### config.mk
export PLATFORM = sky130hd
export DESIGN_NAME = waveguide_slot_scheduler_flat
export DESIGN_NICKNAME = d
export VERILOG_FILES = /design/src/rtl/waveguide_slot_scheduler_if.sv /design/src/rtl/waveguide_slot_scheduler.sv /design/src/flat_wrapper.sv
export SDC_FILE = /design/constraint.sdc
export NUM_CORES = 1
export LEC_CHECK = 0
export CORE_AREA = 2 2 47 82
export DETAILED_ROUTE_END_ITERATION = 16
export DIE_AREA = 0 0 49 84
export GPL_ROUTABILITY_DRIVEN = 0
export PLACE_DENSITY = 0.46
export SLEW_MARGIN = 20
export SYNTH_ARGS = -nofsm -noshare
export SYNTH_HDL_FRONTEND = slang
export SYNTH_SLANG_ARGS = --single-unit
### constraint.sdc
create_clock -name clk -period 2.1 [get_ports clk]
set_input_delay 0.63 -clock clk [delete_from_list [all_inputs] [get_ports clk]]
set_output_delay 0.63 -clock clk [all_outputs]
set_load 0.02 [all_outputs]
### src/rtl/waveguide_slot_scheduler_if.sv
// Handshake bundle between the routers/waveguide and the slot scheduler.
// The router side drives request/done. The scheduler side drives the grant outputs.
interface waveguide_slot_scheduler_if #(
  parameter int NUM_ROUTERS = 2,
  parameter int ID_W        = (NUM_ROUTERS > 1) ? $clog2(NUM_ROUTERS) : 1
);
  logic [NUM_ROUTERS-1:0] request;
  logic [NUM_ROUTERS-1:0] done;
  logic [NUM_ROUTERS-1:0] grant;
  logic                   grant_valid;
  logic [ID_W-1:0]        grant_id;
  logic                   timeout_pulse;

  modport master (
    output request,
    output done,
    input  grant,
    input  grant_valid,
    input  grant_id,
    input  timeout_pulse
  );

  modport slave (
    input  request,
    input  done,
    output grant,
    output grant_valid,
    output grant_id,
    output timeout_pulse
  );
endinterface

### src/rtl/waveguide_slot_scheduler.sv
// Round-robin owner selection for the shared bidirectional waveguide.
// A grant is held until the owner's packet_done arrives or the hold limit is reached.
// A guard interval then lets in-flight light drain before the next owner is granted.
module waveguide_slot_scheduler #(
  parameter int NUM_ROUTERS  = 2,
  parameter int GUARD_CYCLES = 4,
  parameter int MAX_HOLD     = 16
) (
  input logic                    clk,
  input logic                    rst,
  waveguide_slot_scheduler_if.slave bus
);

  localparam int ID_W    = (NUM_ROUTERS > 1) ? $clog2(NUM_ROUTERS) : 1;
  localparam int HOLD_W  = ($clog2(MAX_HOLD + 1) > 0) ? $clog2(MAX_HOLD + 1) : 1;
  localparam int GUARD_W = ($clog2(GUARD_CYCLES + 1) > 0) ? $clog2(GUARD_CYCLES + 1) : 1;

  localparam logic [HOLD_W-1:0]  HOLD_LAST  = HOLD_W'(MAX_HOLD - 1);
  localparam logic [GUARD_W-1:0] GUARD_LAST = GUARD_W'((GUARD_CYCLES > 0) ? (GUARD_CYCLES - 1) : 0);
  localparam logic [ID_W-1:0]    LAST_ID    = ID_W'(NUM_ROUTERS - 1);

  typedef enum logic [1:0] {
    IDLE  = 2'd0,
    GRANT = 2'd1,
    GUARD = 2'd2
  } state_t;

  state_t                 state_r;
  logic [ID_W-1:0]        rr_ptr_r;
  logic [HOLD_W-1:0]      hold_cnt_r;
  logic [GUARD_W-1:0]     guard_cnt_r;
  logic [NUM_ROUTERS-1:0] grant_r;
  logic                   grant_valid_r;
  logic [ID_W-1:0]        grant_id_r;
  logic                   timeout_pulse_r;

  logic                   sel_found_s;
  logic [ID_W-1:0]        sel_id_s;
  logic                   owner_done_s;
  logic                   hold_last_s;
  logic [ID_W-1:0]        next_ptr_s;

  assign bus.grant         = grant_r;
  assign bus.grant_valid   = grant_valid_r;
  assign bus.grant_id      = grant_id_r;
  assign bus.timeout_pulse = timeout_pulse_r;

  // Find the first requester at or above rr_ptr, wrapping around the ring.
  always_comb begin
    sel_found_s = 1'b0;
    sel_id_s    = '0;
    for (int i = 0; i < NUM_ROUTERS; i++) begin
      int idx;
      idx = int'(rr_ptr_r) + i;
      if (idx >= NUM_ROUTERS) begin
        idx = idx - NUM_ROUTERS;
      end else begin
        idx = idx;
      end
      if (!sel_found_s && bus.request[idx]) begin
        sel_found_s = 1'b1;
        sel_id_s    = ID_W'(idx);
      end else begin
        sel_found_s = sel_found_s;
      end
    end
  end

  // Release conditions and the pointer value that follows the current owner.
  always_comb begin
    owner_done_s = bus.done[grant_id_r];
    hold_last_s  = (hold_cnt_r == HOLD_LAST);
    if (grant_id_r == LAST_ID) begin
      next_ptr_s = '0;
    end else begin
      next_ptr_s = grant_id_r + ID_W'(1);
    end
  end

  // Scheduler FSM with registered grant outputs.
  always_ff @(posedge clk) begin
    if (rst) begin
      state_r         <= IDLE;
      rr_ptr_r        <= '0;
      hold_cnt_r      <= '0;
      guard_cnt_r     <= '0;
      grant_r         <= '0;
      grant_valid_r   <= 1'b0;
      grant_id_r      <= '0;
      timeout_pulse_r <= 1'b0;
    end else begin
      timeout_pulse_r <= 1'b0;
      case (state_r)
        IDLE: begin
          if (sel_found_s) begin
            grant_r       <= NUM_ROUTERS'(1) << sel_id_s;
            grant_valid_r <= 1'b1;
            grant_id_r    <= sel_id_s;
            hold_cnt_r    <= '0;
            state_r       <= GRANT;
          end
        end
        GRANT: begin
          if (owner_done_s || hold_last_s) begin
            grant_r         <= '0;
            grant_valid_r   <= 1'b0;
            grant_id_r      <= '0;
            rr_ptr_r        <= next_ptr_s;
            hold_cnt_r      <= '0;
            // A done in the same cycle as the limit counts as a normal completion.
            timeout_pulse_r <= !owner_done_s;
            guard_cnt_r     <= '0;
            if (GUARD_CYCLES > 0) begin
              state_r <= GUARD;
            end else begin
              state_r <= IDLE;
            end
          end else begin
            hold_cnt_r <= hold_cnt_r + HOLD_W'(1);
          end
        end
        GUARD: begin
          if (guard_cnt_r == GUARD_LAST) begin
            guard_cnt_r <= '0;
            state_r     <= IDLE;
          end else begin
            guard_cnt_r <= guard_cnt_r + GUARD_W'(1);
          end
        end
        default: begin
          state_r       <= IDLE;
          grant_r       <= '0;
          grant_valid_r <= 1'b0;
          grant_id_r    <= '0;
          hold_cnt_r    <= '0;
          guard_cnt_r   <= '0;
        end
      endcase
    end
  end

endmodule
### src/flat_wrapper.sv
// flat-port wrapper written by rule: the top's interface ports become plain ports
module waveguide_slot_scheduler_flat 
#(
  parameter int NUM_ROUTERS  = 2,
  parameter int GUARD_CYCLES = 4,
  parameter int MAX_HOLD     = 16
)
  (clk, rst, bus_request, bus_done, bus_grant, bus_grant_valid, bus_grant_id, bus_timeout_pulse);
  waveguide_slot_scheduler_if #(.NUM_ROUTERS(NUM_ROUTERS)) bus_i ();
  input logic clk;
  input logic rst;
  input wire logic [$bits(bus_i.request)-1:0] bus_request;
  input wire logic [$bits(bus_i.done)-1:0] bus_done;
  output wire logic [$bits(bus_i.grant)-1:0] bus_grant;
  output wire logic [$bits(bus_i.grant_valid)-1:0] bus_grant_valid;
  output wire logic [$bits(bus_i.grant_id)-1:0] bus_grant_id;
  output wire logic [$bits(bus_i.timeout_pulse)-1:0] bus_timeout_pulse;
  assign bus_i.request = bus_request;
  assign bus_i.done = bus_done;
  assign bus_grant = bus_i.grant;
  assign bus_grant_valid = bus_i.grant_valid;
  assign bus_grant_id = bus_i.grant_id;
  assign bus_timeout_pulse = bus_i.timeout_pulse;
  waveguide_slot_scheduler #(.NUM_ROUTERS(NUM_ROUTERS), .GUARD_CYCLES(GUARD_CYCLES), .MAX_HOLD(MAX_HOLD)) u_core (.clk(clk), .rst(rst), .bus(bus_i));
endmodule
* Word-level counts from Yosys, hierarchy flattened
Index checks and enable logic that the tools add are counted.
Operators by class: add/subtract/negate cells 6, $mul 0, div/mod/pow operators 0, magnitude comparators 5, equal/unequal tests 7, shift-type cells 1, muxes and demuxes 33, bitwise logic cells 4, reduce and logical (&&, ||, !) cells 11
Operators with widths (number):
- $lt A32 B3 Y1 const B | 2
- $mux W32 | 2
- $ge A32 B3 Y1 const B | 1
- $sub A32 B3 Y32 const B | 1
- $mux W1 | 16
- $pmux W5 S3 | 1
- $pmux W2 S3 | 2
- $mux W2 | 5
- $mux W5 | 2
- $pmux W3 S3 | 1
- $mux W3 | 2
- $ne A2 B1 Y1 const B | 3
- $pmux W1 S3 | 2
- $reduce_and A2 Y1 | 3
- $reduce_and A3 Y1 | 2
- $add A5 B1 Y5 const B | 1
- $eq A5 B4 Y1 const B | 1
- $not A1 Y1 | 4
- $add A3 B1 Y3 const B | 1
- $eq A3 B2 Y1 const B | 1
- $reduce_or A3 Y1 | 1
- $sub A1 B2 Y3 const B | 1
- $add A1 B1 Y2 const B | 1
- $eq A2 B1 Y1 const B | 1
- 9 further kinds | 10
Storage, ports and cells: bits in registers 16, bits in latches 0, memory bits (writable) 0, ROM bits 0, bits of input ports 6, output and inout port bits 5, logic and storage cells 75, memories 0

* Logic depth before layout (Yosys ltp)
Gate-level depths: netlist of run 1.
depth after elaboration 12, gate-level depth with buffers 6, gate-level depth less buffers 6

* Worst setup path before layout of run 1
OpenSTA, ideal clock, no wires.
path type register to register, start register u_core.hold_cnt_r[0], end register u_core.grant_r[0] (netlist: u_core.bus.grant[0]), library setup time 121 ps, data arrival time 1682 ps, required time 1979 ps, path slack 296 ps, cell stages (with the launch flop) 7, path buffers 0, clock period less this slack 1804 ps, path through dfxtp_1 ha_1 and3_1 ha_1 nor3b_4 a22oi_2 mux2_4
On the way: cells in the longest elaborated chain, start to end 4
Ends and longest elaborated chain:
- start, declared | RTL line waveguide_slot_scheduler.sv:30 | logic [HOLD_W-1:0] hold_cnt_r;
- start signal, assigned | RTL line waveguide_slot_scheduler.sv:119 | hold_cnt_r <= hold_cnt_r + HOLD_W'(1);
- $eq A5 B4 Y1 | RTL line waveguide_slot_scheduler.sv:72 | hold_last_s = (hold_cnt_r == HOLD_LAST);
- $logic_or A1 B1 Y1 | RTL line waveguide_slot_scheduler.sv:104 | if (owner_done_s || hold_last_s) begin
- $ne A2 B1 Y1 (no source line)
- $reduce_and A3 Y1 (no source line)
- end signal, assigned | RTL line waveguide_slot_scheduler.sv:96 | grant_r <= NUM_ROUTERS'(1) << sel_id_s;
- end, declared | RTL line waveguide_slot_scheduler.sv:32 | logic [NUM_ROUTERS-1:0] grant_r;
No other way between the ends. A chain may end at the register's enable or synchronous reset.

==> impl_metrics.json, run 1 <==
{
  "outcome": "completed",
  "cts_buffers": 3,
  "worstMarginPinSlew_ps": 525,
  "yosysSeqAreaShare_pct": 35.6,
  "crit_buf_inv": 1,
  "initial_core_util_pct": 24.0,
  "hold_buffers": 0,
  "fmax_mhz": 528,
  "cts_tree": "yes",
  "start_kind": "register",
  "syn-cell-area_um2": 843,
  "dieHeight_um": 84,
  "endpoint_kind": "output pin",
  "slowest_stage": "clkdlybuf4s50_1",
  "maxCapViolCount": 0,
  "final.setup.worst_slack_ps": 205,
  "fillers": 385,
  "diodes": 0,
  "multiInputGateArea_um2": 485,
  "drc": 0,
  "rows": 29,
  "ctsResizeCount": 0,
  "ys_ff_latch": 15,
  "grt_max_degree": 15,
  "portBuffers": 10,
  "grt_pass1_vias": 741,
  "met2_length_um": 1010,
  "hold_viol_final": 0,
  "drt-initial-drc-count": 11,
  "clock-sinks": 15,
  "p_leak_nw": 0.388,
  "peakVddDrop_v": 0.000259,
  "cts_setup_buffers": 0,
  "syn_inst": 89,
  "clockRootBuffer": "clkbuf_8",
  "fin_skew_ps": 3.97,
  "worstSetupPathType": "register to output pin",
  "yosysTopAreaCell": "dfxtp_1",
  "crit_chain": "clkdlybuf4s50_1",
  "post-route-period-util_pct": 90.2,
  "nets": 113,
  "htreeDepth": 1,
  "ys_warn_count": 0,
  "grt_pass1_wl_um": 3370,
  "holdWs_ps": 465,
  "hpwl_um": 1510,
  "synth_edf_count": 0,
  "critPathTopFamily": "buffers and inverters",
  "slowest_delay_ps": 630,
  "hp-class": "register to register",
  "p_total_mw": 0.743,
  "ios": 11,
  "ant_nets": 0,
  "drt_wl_total_um": 2000,
  "synth_commonest_cells": "dfxtp_1, nand3_1, a21oi_1, inv_1, nor2b_1",
  "relSlewSlack_pct": 64.9,
  "drive_gt1_share_pct": 14.6,
  "syn_avg_cell_area_um2": 9.48,
  "ys.flop_type": "dfxtp_1",
  "path_clk_slew_ps": 60,
  "power_density_nw_per_um2": 700,
  "cp_data_arrival_time_ps": 1260,
  "clk_path_buf_depth": 2,
  "die_x_um": 49,
  "synth.area.top_cells": "dfxtp_1, nand3_1, a21oi_1, ha_1, nor2b_1",
  "drt-wirelength-per-cell_um": 13.4,
  "period_needed_ps": 1890,
  "wl_met3_um": 63,
  "synth.most_common_cell": "dfxtp_1",
  "setup_viol": 0,
  "vias": 733,
  "seq_area_um2": 300,
  "fin_setup_tns_ps": 0,
  "rsz0062_at_grt": "no",
  "grt-ovfl-total": 0,
  "worstPathRequired_ps": 1470,
  "path_max_fanout": 4,
  "synthDistinctLibCells": 36,
  "routed.top_layer": "met4",
  "syn_nets": 98,
  "met1Wirelength_um": 857,
  "grt_use_total_pct": 10.8,
  "dr.pass1.iters": 4,
  "synthArstFlopShare_pct": 0,
  "antenna_found_initial": 0,
  "avgViaCountPerCell": 4.92,
  "finalMaxSlewViolations": 0,
  "coreArea_um2": 3520,
  "synth.top_cell.area_share_pct": 35.6,
  "die_area_um2": 4120,
  "syn2layout_area_growth_pct": 25.8,
  "clock_latency_ps": 250,
  "preCtsSetupSlack_ps": 72.0
}
[routing by layer]
metal | track usage (%) | up-vias
li1 | - | 364
met1 | 12.0 | 349
met2 | 17.7 | 13
met3 | 2.51 | 7
met4 | 7.79 | 0
met5 | 0 | -
[sequential cells by signal (all words and copies together) (netlist names)]
signal,flops
u_core.bus.timeout_pulse,1
u_core.bus.grant,2
u_core.guard_cnt_r,3
u_core.hold_cnt_r,5
u_core.bus.grant_valid,1
u_core.rr_ptr_r,1
u_core.state_r,2
[cell usage in the layout (no fill, tap or decap), drive strengths merged]
cell type       n
nand4b          2
clkdlybuf4s50  10
o32ai           1
nand3b          2
o2111ai         1
nor3b           2
nor4b           1
buf             5
a31oi           4
mux2i           1
nor2            1
inv             6
a211o           1
nor2b           6
ha              3
o31ai           2
dfxtp          15
a22oi           1
clkbuf          4
nand4           2
mux2            1
and3            2
a21oi           8
a2111o          1
o211a           1
a2111oi         2
or2b            1
o21a            1
o21bai          1
nand3          10
and4b           1
nand2b          2
nand2           2
[worst paths after layout]
check,start,endpoint,slack [ps],cells past startpoint
worst max register to register,u_core.hold_cnt_r[0],u_core.hold_cnt_r[2],320,7
worst min register to register,u_core.guard_cnt_r[2],u_core.guard_cnt_r[2],470,1
worst max-delay path,u_core.bus.grant[1],bus_grant_id,210,1
worst min-delay path,u_core.guard_cnt_r[2],u_core.guard_cnt_r[2],470,1
[report_power, final]
group / total [mW] / switching, mW / internal, mW
logic: 0.173 / 0.0862 / 0.0868
clock network: 0.238 / 0.103 / 0.134
registers: 0.332 / 0.0284 / 0.304
[per-stage QoR]
step	area [um^2]	instances	utilization, %
after floorplan	843	89	-
after global placement	1020	145	28.9
after detailed placement	1020	145	28.9
after CTS	1060	149	30.1
after global routing	1060	149	30.1
final	1060	149	30.1
[area by class of cell]
cell class | count | area share, %
flip-flops and latches | 15 | 28.3
repair buffers | 15 | 14.2
well taps | 46 | 5.42
inverters | 6 | 2.12
multi-input cells | 63 | 45.8
clock buffers | 4 | 4.25
[kinds of logic after synthesis]
logic type	after synthesis	share of synthesized area, %
compound gates	24	21.7
fa+ha+maj	3	4.45
buf+inv	11	6.82
flops	15	35.6
mux	2	4.45
simple gates	34	27.0
Note: power is estimated with default switching activity, not from simulation.
==> run 2, diff against run 1 <==
CTS_BUF_LIST = sky130_fd_sc_hd__clkbuf_8   (was not set)
CTS_CLUSTER_SIZE = 16   (was not set)
==> run 2 against run 1 <==
  * Routed wire length stayed put
  * Critical endpoint unchanged
  * Cell area did not move
  * Sequential share of layout area stayed put
  * Clock-buffer cell count shrank 1
  * Total power shrank 0.61%
==> impl_metrics.json, run 2 (synthesis results as in run 1) <==
{
  "p_total_mw": 0.739,
  "layout_common_cells": "dfxtp_1, nand3_1, clkdlybuf4s50_1, a21oi_1, inv_1",
  "hold_buffers": 0,
  "avgViaCountPerCell": 4.92,
  "switching_share_pct": 29.6,
  "drt-wirelength-per-cell_um": 13.4,
  "vias": 733,
  "finalMaxSlewViolations": 0,
  "crit_chain": "clkdlybuf4s50_1",
  "hold_start": "u_core.guard_cnt_r[2]",
  "peakVddDrop_v": 0.000260,
  "ios": 11,
  "dr.pass1.iters": 4,
  "slowest_delay_ps": 630,
  "maxCapViolCount": 0,
  "nets": 113,
  "final_cells": 149,
  "cts_tree": "yes",
  "p_leak_nw": 0.392,
  "coreArea_um2": 3520,
  "antenna_found_initial": 0,
  "startpoint": "u_core.bus.grant[1]",
  "grt_use_total_pct": 10.8,
  "start_kind": "register",
  "dp.cells": 145,
  "drt-initial-drc-count": 11,
  "grt-ovfl-total": 0,
  "clockRootBuffer": "clkbuf_8",
  "worstMarginPinSlew_ps": 525,
  "ant_nets": 0,
  "clkPwrFrac_pct": 31.6,
  "diodes": 0,
  "slowest_stage": "clkdlybuf4s50_1",
  "outcome": "completed",
  "portBuffers": 10,
  "cts_buffers": 3,
  "wl_met3_um": 63,
  "worstPathRequired_ps": 1470,
  "seq_power_share_pct": 45.0,
  "worstSetupPathType": "register to output pin",
  "clk_path_buf_depth": 2,
  "reg2reg_from": "u_core.hold_cnt_r[0]",
  "dieHeight_um": 84,
  "grt_max_degree": 15,
  "rows": 29,
  "largest_registers": "u_core.hold_cnt_r x5, u_core.guard_cnt_r x3",
  "met1Wirelength_um": 857,
  "hp-class": "register to register",
  "clock-sinks": 15,
  "layout_commonest_cell": "dfxtp_1",
  "internal-power_mw": 0.520,
  "htreeDepth": 1,
  "die_area_um2": 4120,
  "path_max_fanout": 4,
  "routed.top_layer": "met4",
  "pwr-share-comb_pct": 23.4,
  "power_density_nw_per_um2": 696,
  "grt_pass1_vias": 741,
  "period_needed_ps": 1900,
  "clock_latency_ps": 250,
  "cts_setup_buffers": 0,
  "setup_viol": 0,
  "fillers": 385,
  "relSlewSlack_pct": 64.9,
  "rsz0062_at_grt": "no",
  "cp_data_arrival_time_ps": 1270,
  "regMostFlops": "u_core.hold_cnt_r",
  "fin_skew_ps": 4.29,
  "hold_viol_final": 0,
  "drive_gt1_share_pct": 14.6,
  "critPathTopFamily": "buffers and inverters",
  "path_clk_slew_ps": 60,
  "syn2layout_area_growth_pct": 25.8,
  "largest_reg_flops": 5,
  "crit_buf_inv": 1,
  "endpoint_kind": "output pin",
  "holdWs_ps": 465,
  "met2_length_um": 1010,
  "post-route-period-util_pct": 90.2,
  "initial_core_util_pct": 24.0,
  "grt_pass1_wl_um": 3370,
  "p_switching_mw": 0.218,
  "hpwl_um": 1510,
  "die_x_um": 49,
  "drc": 0,
  "fmax_mhz": 528,
  "drt_wl_total_um": 2000,
  "fin_setup_tns_ps": 0,
  "ctsResizeCount": 0
}
run 2: final timing paths:
check / end / slack [ps] / cells past startpoint
max: bus_grant_id / 200 / 1
max reg2reg: u_core.hold_cnt_r[2] / 320 / 7
min reg2reg: u_core.guard_cnt_r[2] / 470 / 1
min: u_core.guard_cnt_r[2] / 470 / 1
run 2: per-stage QoR:
stage          utilization, %  area (um^2)  worst slack (ps)
2_1_floorplan               -          843               296
3_3_place_gp             28.9         1020               115
3_5_place_dp             28.9         1020              72.0
4_1_cts                  30.1         1060               183
5_1_grt                  30.1         1060               168
6_report                 30.1         1060               205
run 2: final cells by class:
cell class	count	area (um^2)	area share [%]
clock buffers	3	41.3	3.89
clock inverters	1	3.75	0.354
inverters	6	22.5	2.12
multi-input cells	63	485	45.8
well taps	46	57.6	5.42
repair buffers	15	150	14.2
flip-flops and latches	15	300	28.3
run 2: routing by layer:
metal,track usage (%),up-vias
met5,0,-
met4,7.79,0
met3,2.51,7
met2,17.7,13
met1,12.0,349
li1,-,364
run 2: power by group through the flow:
stage / clock network, mW / logic [mW] / registers (mW)
after floorplan: 0 / 0.114 / 0.334
after global placement: 0 / 0.172 / 0.338
after detailed placement: 0 / 0.174 / 0.339
after CTS: 0.243 / 0.175 / 0.333
after global routing: 0.257 / 0.188 / 0.335
final: 0.233 / 0.173 / 0.332
==> RTL change (flow settings as in run 2) <==
Re-encode `state_t` (3 states) as one-hot, 3 bits wide.
--- a/src/rtl/waveguide_slot_scheduler.sv
+++ b/src/rtl/waveguide_slot_scheduler.sv
@@ -19,10 +19,10 @@
   localparam logic [GUARD_W-1:0] GUARD_LAST = GUARD_W'((GUARD_CYCLES > 0) ? (GUARD_CYCLES - 1) : 0);
   localparam logic [ID_W-1:0]    LAST_ID    = ID_W'(NUM_ROUTERS - 1);
 
-  typedef enum logic [1:0] {
-    IDLE  = 2'd0,
-    GRANT = 2'd1,
-    GUARD = 2'd2
+  typedef enum logic [2:0] {
+    IDLE  = 3'b001,
+    GRANT = 3'b010,
+    GUARD = 3'b100
   } state_t;
 
   state_t                 state_r;
Behaviour: no difference found for any inputs over 10 cycles, from zero or initial values and one cycle with rst high; not proved beyond that.
==> RTL change against run 2 <==
Clock skew is essentially flat. Sequential cell count increased by 1. Sequential power rose by 8.7%. Area after synthesis fell by 9.8%. Total power grew 14%. Combinational power rose by 20%. Count of clock-buffer cells in the layout up 1. Die area stayed put. Wire length is 10% lower. Worst setup slack worse by 0.15 ns. Design area shrank 0.24%. Clock power is 17% higher. Fmax is 7.3% lower. Largest cell class unchanged.
==> RTL change: results (changes against run 2) <==
hold path cells=2 (+1); slack of the worst reg-to-reg path=0.19 ns (-0.13 ns); Worst path slowest cell=or4b_4; Critical Path Source=bus_request[1]; synthesized flop and latch total=16 (+1); Post-Place Worst Slack=-0.228 ns (-0.300 ns); final clock skew=0.00416 ns (-0.000129 ns); total wire length=1790 um (-10%); Area contributors post-synth=dfxtp_1, a211oi_1, ha_1; Comb pwr share=0.247 (+0.013); Signal inverters=2 (-4); Final HPWL DP=1420 um (-5.9%); #MultiIn Comb=60 (-4.8%); ClkCell Share=0.0520 (+0.00956); iteration-0 DRC count of the detailed router=10 (-1); Top Registers=u_core.hold_cnt_r: 5 flops, u_core.guard_cnt_r: 3 flops, u_core.state_r: 3 flops; FF-to-FF path depth=6 (-1); layout cell share with drive strength beyond 1=0.223 (+0.0777); bufs w/o clock=21 (+6); first-pass GRT wire length=2920 um (-14%); WP data arrival=2.18 ns (+0.91 ns); signal buffers share of area=0.173 (+0.0311); setup ws final=0.0564 ns (-0.149 ns); Commonest cells post-synth=dfxtp_1, nor2_1, a211oi_1, a21oi_1; Comb. pwr=207 uW (+20%); Post-Route M1 WL=710 um (-17%); met2 GRT Util=0.172 (-0.00498); status=finished clean; Internal Power=601 uW (+16%); M1 GR Usage=0.0850 (-0.0352); Yosys cell types=34 (-5.6%); crit start category=input pin; number of fill cells in the layout=379 (-1.6%); sequential share of cell area=0.303 (+0.0196); Worst-Margin Slew=0.608 ns (+0.0827 ns); clk slew on worst S/H paths=0.06 ns (about the same); Seq group=361 uW (+8.7%); Worst R2R Start=u_core.hold_cnt_r[1]; routed via count=701 (-4.4%); met3 wire length=46 um (-27%); sequential area share after synthesis=0.421 (+0.0650); highest metal used=met4; Post-Synthesis Net Count=89 (-9.2%); delay of the slowest cell on the worst path=0.54 ns (-0.09 ns); Peak VDD IR=440 uV (+69%)
RTL change: cell count changes after synthesis, moves of 3 or more:
cell,before,now
a211oi_1,0,5
a21oi_1,8,5
a31oi_1,4,0
inv_1,6,2
nand3_1,10,2
nor2_1,1,8
nor2b_1,6,1
nor3b_1,1,4
o21ai_0,0,4
RTL change: through the flow:
step	cells	area (um^2)	hold slack, ns
2_1_floorplan	80	761	0.418
3_3_place_gp	145	990	0.443
3_5_place_dp	145	990	0.451
4_1_cts	149	1040	0.460
5_1_grt	149	1060	0.473
6_report	149	1060	0.456
RTL change: cells by family after synthesis:
| logic type | count (synthesis) | share of synthesized area |
|---|---|---|
| AND/OR/NAND/NOR | 32 | 0.270 |
| flip-flops | 16 | 0.421 |
| XOR/XNOR | 1 | 0.0115 |
| multiplexers | 3 | 0.0428 |
| adder cells (fa/ha/maj) | 3 | 0.0493 |
| AO/OA/AOI/OAI | 21 | 0.181 |
| buffers and inverters | 4 | 0.0247 |
